==> src/rtl/bayer_frame_bank_scheduler.sv <==
// Two-bank Bayer frame capture scheduler: linear write addressing, per-bank full tracking, read grant arbitration.
// Latency: accepted pixel reaches the frame RAM port one cycle later; read grant follows rd_req by one cycle.
// Backpressure: none on the pixel stream; pixels arriving with no free bank are dropped and flagged in overflow_err.
module bayer_frame_bank_scheduler #(
    parameter int IMG_COLS = 2592,
    parameter int IMG_ROWS = 1944,
    parameter int PIX_W    = 12,
    parameter int ADDR_W   = 23
) (
    input  logic              sysClk,
    input  logic              rst_n,
    input  logic              start_capture,
    input  logic              abort_capture,
    input  logic [PIX_W-1:0]  dozen_in,
    input  logic              pixeldata_flag,
    output logic              wr_en,
    output logic              wr_bank,
    output logic [ADDR_W-1:0] wr_addr,
    output logic [PIX_W-1:0]  wr_data,
    output logic              frame_done,
    output logic              frame_ready,
    input  logic              rd_req,
    output logic              rd_grant,
    output logic              rd_bank,
    input  logic              rd_done,
    output logic              busy,
    output logic              overflow_err
);

    localparam int COL_W = (IMG_COLS > 1) ? $clog2(IMG_COLS) : 1;
    localparam int ROW_W = (IMG_ROWS > 1) ? $clog2(IMG_ROWS) : 1;
    localparam logic [COL_W-1:0] LAST_COL = COL_W'(IMG_COLS - 1);
    localparam logic [ROW_W-1:0] LAST_ROW = ROW_W'(IMG_ROWS - 1);

    typedef enum logic [1:0] {
        ST_IDLE      = 2'd0,
        ST_CAPTURE   = 2'd1,
        ST_WAIT_BANK = 2'd2
    } state_t;

    state_t state, state_nxt;

    logic [COL_W-1:0]  col;
    logic [ROW_W-1:0]  row;
    logic [ADDR_W-1:0] addr;

    logic [1:0] bank_full, bank_full_nxt;
    logic       oldest, oldest_nxt;
    logic       grant_nxt, rd_bank_nxt;

    logic free0, free1, any_free, pick;
    logic at_last;
    logic enter_cap, accept, frame_end, drop_err;

    // A granted bank is always full, but both terms are kept so the writer
    // can never land on a bank the consumer owns.
    assign free0    = ~bank_full[0] & ~(rd_grant & ~rd_bank);
    assign free1    = ~bank_full[1] & ~(rd_grant &  rd_bank);
    assign any_free = free0 | free1;
    assign pick     = ~free0;
    assign at_last  = (row == LAST_ROW) && (col == LAST_COL);
    assign busy     = (state != ST_IDLE);

    always_ff @(posedge sysClk or negedge rst_n) begin
        if (!rst_n) begin
            state <= ST_IDLE;
        end else begin
            state <= state_nxt;
        end
    end

    always_comb begin
        state_nxt = state;
        enter_cap = 1'b0;
        accept    = 1'b0;
        frame_end = 1'b0;
        drop_err  = 1'b0;
        case (state)
            ST_IDLE: begin
                if (start_capture) begin
                    if (any_free) begin
                        state_nxt = ST_CAPTURE;
                        enter_cap = 1'b1;
                    end else begin
                        state_nxt = ST_WAIT_BANK;
                    end
                end
            end
            ST_WAIT_BANK: begin
                drop_err = pixeldata_flag;
                if (abort_capture) begin
                    state_nxt = ST_IDLE;
                end else if (any_free) begin
                    state_nxt = ST_CAPTURE;
                    enter_cap = 1'b1;
                end
            end
            ST_CAPTURE: begin
                // Abort wins over a last pixel in the same cycle, so a
                // partially written bank is never marked full.
                if (abort_capture) begin
                    state_nxt = ST_IDLE;
                end else if (pixeldata_flag) begin
                    accept = 1'b1;
                    if (at_last) begin
                        frame_end = 1'b1;
                        state_nxt = ST_IDLE;
                    end
                end
            end
            default: state_nxt = ST_IDLE;
        endcase
    end

    always_comb begin
        bank_full_nxt = bank_full;
        oldest_nxt    = oldest;
        grant_nxt     = rd_grant;
        rd_bank_nxt   = rd_bank;
        if (frame_end) begin
            bank_full_nxt[wr_bank] = 1'b1;
            if (!bank_full[~wr_bank]) begin
                oldest_nxt = wr_bank;
            end
        end
        if (!rd_grant) begin
            if (rd_req && (|bank_full)) begin
                grant_nxt   = 1'b1;
                rd_bank_nxt = bank_full[oldest] ? oldest : ~bank_full[0];
            end
        end else if (rd_done) begin
            grant_nxt              = 1'b0;
            bank_full_nxt[rd_bank] = 1'b0;
            oldest_nxt             = ~rd_bank;
        end
    end

    always_ff @(posedge sysClk or negedge rst_n) begin
        if (!rst_n) begin
            wr_en        <= 1'b0;
            wr_bank      <= 1'b0;
            wr_addr      <= '0;
            wr_data      <= '0;
            frame_done   <= 1'b0;
            frame_ready  <= 1'b0;
            rd_grant     <= 1'b0;
            rd_bank      <= 1'b0;
            overflow_err <= 1'b0;
            bank_full    <= 2'b00;
            oldest       <= 1'b0;
            col          <= '0;
            row          <= '0;
            addr         <= '0;
        end else begin
            wr_en      <= accept;
            frame_done <= frame_end;
            if (accept) begin
                wr_data <= dozen_in;
                wr_addr <= addr;
            end
            if (enter_cap) begin
                col     <= '0;
                row     <= '0;
                addr    <= '0;
                wr_bank <= pick;
            end else if (accept) begin
                addr <= addr + ADDR_W'(1);
                if (col == LAST_COL) begin
                    col <= '0;
                    row <= row + ROW_W'(1);
                end else begin
                    col <= col + COL_W'(1);
                end
            end
            overflow_err <= overflow_err | drop_err;
            bank_full    <= bank_full_nxt;
            oldest       <= oldest_nxt;
            rd_grant     <= grant_nxt;
            rd_bank      <= rd_bank_nxt;
            frame_ready  <= (|bank_full_nxt) & ~grant_nxt;
        end
    end

endmodule

==> config.mk <==
export PLATFORM = sky130hd
export DESIGN_NAME = bayer_frame_bank_scheduler
export DESIGN_NICKNAME = d
export VERILOG_FILES = /design/src/rtl/bayer_frame_bank_scheduler.sv
export SDC_FILE = /design/constraint.sdc
export NUM_CORES = 1
export LEC_CHECK = 0
export ABC_AREA = 1
export CAP_MARGIN = 5
export CORE_MARGIN = 8
export CORE_UTILIZATION = 55
export DETAILED_ROUTE_END_ITERATION = 8
export GPL_ROUTABILITY_DRIVEN = 0
export PLACE_DENSITY_LB_ADDON = 0.12
export REMOVE_ABC_BUFFERS = 1
export SYNTH_ARGS = -nofsm -noshare
export SYNTH_HDL_FRONTEND = slang
export SYNTH_SLANG_ARGS = --single-unit
==> constraint.sdc <==
create_clock -name sysClk -period 1.8 [get_ports sysClk]
set_clock_uncertainty 0.1 [all_clocks]
set_input_delay 0.45 -clock sysClk [delete_from_list [all_inputs] [get_ports sysClk]]
set_output_delay 0.45 -clock sysClk [all_outputs]
set_load 0.02 [all_outputs]
==> impl_metrics.csv <==
group,metric,value,unit
routing,firstDrtPassIters,6,
routing,dr_total_vias,4071,
final_layout,multiInputGateArea,0.00192,mm²
floorplanning,die_y,106,µm
routing,routed-wl-met2,5970,µm
timing,max_freq,547,MHz
synth,ys_top_cells_by_count,"nand2_1, dfrtp_1, inv_1, nor2_1, nand3_1",
global_routing,grt_first_pass_wirelength,18700,µm
timing,timing_hold_violations_final,0,
floorplanning,core-area,0.00777,mm²
synth,syn-cell-area,0.00444,mm²
setup_path,crit_path_end_kind,"register",
routing,drt-initial-drc-count,165,
timing,drv_slew,0,
synth,yosys.cell_count.top_type,"nand2_1",
final_layout,fillers,617,
setup_path,max_stage_delay,0.42,ns
routing,top_layer,"met4",
placement,port_buffers,61,
setup_path,crit_fanout,6,
setup_path,crit_type,"register to register",
timing,setup_slack,-0.0281,ns
global_routing,grt_usage,0.200,
floorplanning,fp.dieArea,0.0112,mm²
clocking,cts_tree,"yes",
setup_path,reg2reg_depth,9,
synth,netlist_top_cells_area,"dfrtp_1, nand2_1, inv_1",
power,power.density,1110,mW/mm²
routing,viasPerCell,5.34,
synth,async_flop_share,1.00,
routing,drcViolationCount,0,
synth,synth_top_area_share,0.524,
placement,place_hpwl,7920,µm
floorplanning,io_pins,62,
power,peakVddDrop,0.715,mV
power,leakagePower,0.00289,µW
floorplanning,die_width,106,µm
synth,synthFlopType,"dfrtp_1",
status,violations,"setup timing",
timing,tightest_slew,0.511,ns
clocking,clockBufferDepth,2,
setup_path,critPathRequiredTime,2.00,ns
global_routing,grt_pass1_vias,4139,
setup_path,critPathSlowestCell,"dfrtp_1",
timing,period_needed,1.83,ns
final_layout,design_area,0.00574,mm²
setup_path,reg2reg_to,"row[2]",
clocking,clock_latency,0.37,ns
synth,ys_types,36,
final_layout,seqCellArea,0.00233,mm²
timing,grt_setup_unrepaired,"true",
synth,yosys_warnings,0,
routing,wl,11100,µm
global_routing,antenna_found_initial,0,
setup_path,crit_end,"row[2]",
timing,slew_headroom,0.656,
worst_hold_path,worstHoldPathType,"register to register",
setup_path,rrSetupSlack,-0.03,ns
clocking,cts-root-buf,"clkbuf_8",
status,status,"finished with violations",
clocking,cts_sinks,93,
synth,syn_inst,553,
synth,ys_seq_area_frac,0.524,
placement,placed_cell_area,0.00540,mm²
clocking,cts_buffers,9,
timing,hold_ws,0.374,ns
setup_path,crit_start,"col[1]",
floorplanning,start_util,0.572,
routing,wl_per_cell,14.6,µm
setup_path,start_kind,"register",
placement,dp_slack,-0.363,ns
routing,drt-met1-wl,4490,µm
final_layout,nets,677,
setup_path,cp_cell_sequence,"ha_4 -> nand3_4 -> nor2_4 -> nand2_4 -> o21ai_4 -> buf_12 -> nand2_1 -> xor2_1 -> nor2_1",
timing,fin_setup_tns,-0.0281,ns
global_routing,grt-ovfl-total,0,
setup_path,cp.arrival,2.03,ns
clocking,h-tree-depth,3,
synth,ys_ff_latch,93,
final_layout,antenna_cells,0,
routing,wl_met3,443,µm
floorplanning,row_count,32,
synth,synth_edf_count,0,
worst_hold_path,worstHoldStart,"wr_addr[19]",
flow_run,max_cap_violations,0,
clocking,clk_pin_slew,0.10,ns
global_routing,grt_start_max_net_pins,37,
synth,avgSynthCellArea,8.04,µm²
setup_path,r2r-start,"col[1]",
routing,drtAntennaViolNets,0,
final_layout,layout-area-overhead-vs-synth,29.3,%
synth,synth_area_leader_cell,"dfrtp_1",
timing,setup_viol,1,
timing,period_share,1.02,
final_layout,drive_above_1_share,0.162,
[worst max-delay path, delay by kind of cell, from the launching register on]
family / cells / cell delay [ns]
buffers and inverters: 1 / 0.15
AND/OR/NAND/NOR: 5 / 0.51
XOR/XNOR: 1 / 0.14
AO/OA/AOI/OAI: 1 / 0.24
adder cells (fa/ha/maj): 1 / 0.18
flip-flops: 1 / 0.42
[where the power goes]
part	switching [µW]	internal [µW]	leakage, µW
clock network	774	506	0.0000820
registers	281	2500	0.00125
logic	1380	946	0.00156
[cell usage in the layout, fill, tap and decap left out, drive strengths merged]
master	instances
a22oi	2
nor4	2
clkinv	2
dlygate4sd3	1
a31oi	1
clkinvlp	4
nand2	174
nand3	42
ha	3
and3	1
xnor2	3
mux2	1
clkbuf	11
o21ai	41
dlygate4sd2	42
dlymetal6s2s	1
nand3b	1
dfrtp	93
clkdlybuf4s50	16
o21bai	2
xor2	6
buf	44
nor3	21
inv	62
a21oi	22
o21a	1
nor2	58
nand4	3
[cells by family (layout without fill, tap and decap cells)]
family                     Yosys count  in the layout  share of synthesized area
AOI/OAI and AO/OA                   69             69                     0.0816
xor gates and xnor gates             9              9                     0.0177
adders and majority gates            3              3                    0.00845
buffers and inverters               76            183                     0.0718
DFF                                 93             93                      0.524
muxes                                1              1                    0.00253
and+or+nand+nor                    302            302                      0.294
[worst min-delay path by stage]
stage                   to  slack, ns  depth (start not counted)
2_1_floorplan      addr[0]       0.05                          0
3_3_place_gp    wr_data[1]       0.29                          1
3_5_place_dp    wr_data[1]       0.29                          1
4_1_cts        wr_addr[19]       0.38                          2
5_1_grt         wr_data[1]       0.40                          2
6_report       wr_addr[19]       0.37                          2
[per-stage QoR]
step                      utilization  std cells  power, µW
after floorplan                     -        538       3910
after global placement          0.695        737       5050
after detailed placement        0.695        737       5140
after CTS                       0.715        756       6220
after global routing            0.740        762       6780
final                           0.740        762       6400
[area by class of cell]
cell class | count | share of cell area
Multi-Input combinational cell | 384 | 0.334
Tap cell | 102 | 0.0222
Timing Repair Buffer | 106 | 0.167
Inverter | 61 | 0.0405
Clock inverter | 7 | 0.00871
Sequential cell | 93 | 0.406
Clock buffer | 9 | 0.0216
[state kept, by name (all words and copies together) (netlist names), 2 cells and up]
| register | flops |
|---|---|
| addr | 23 |
| bank_full | 2 |
| state | 2 |
| wr_addr | 23 |
| wr_data | 12 |
| row | 11 |
| col | 12 |
[what timing repair did]
action	CTS	global route
hold endpoints to repair	24	0
gates cloned	0	1
pin swaps	1	8
setup endpoints to repair	54	63
hold buffers	1	0
buffers inserted	2	5
gates resized for setup	47	39
[per-layer routing]
layer,GRT usage,vias up
met5,0,-
met4,0.0874,0
met3,0.0326,20
met2,0.351,98
met1,0.238,1992
li1,-,1961
Power figures use the tool's default switching activity.
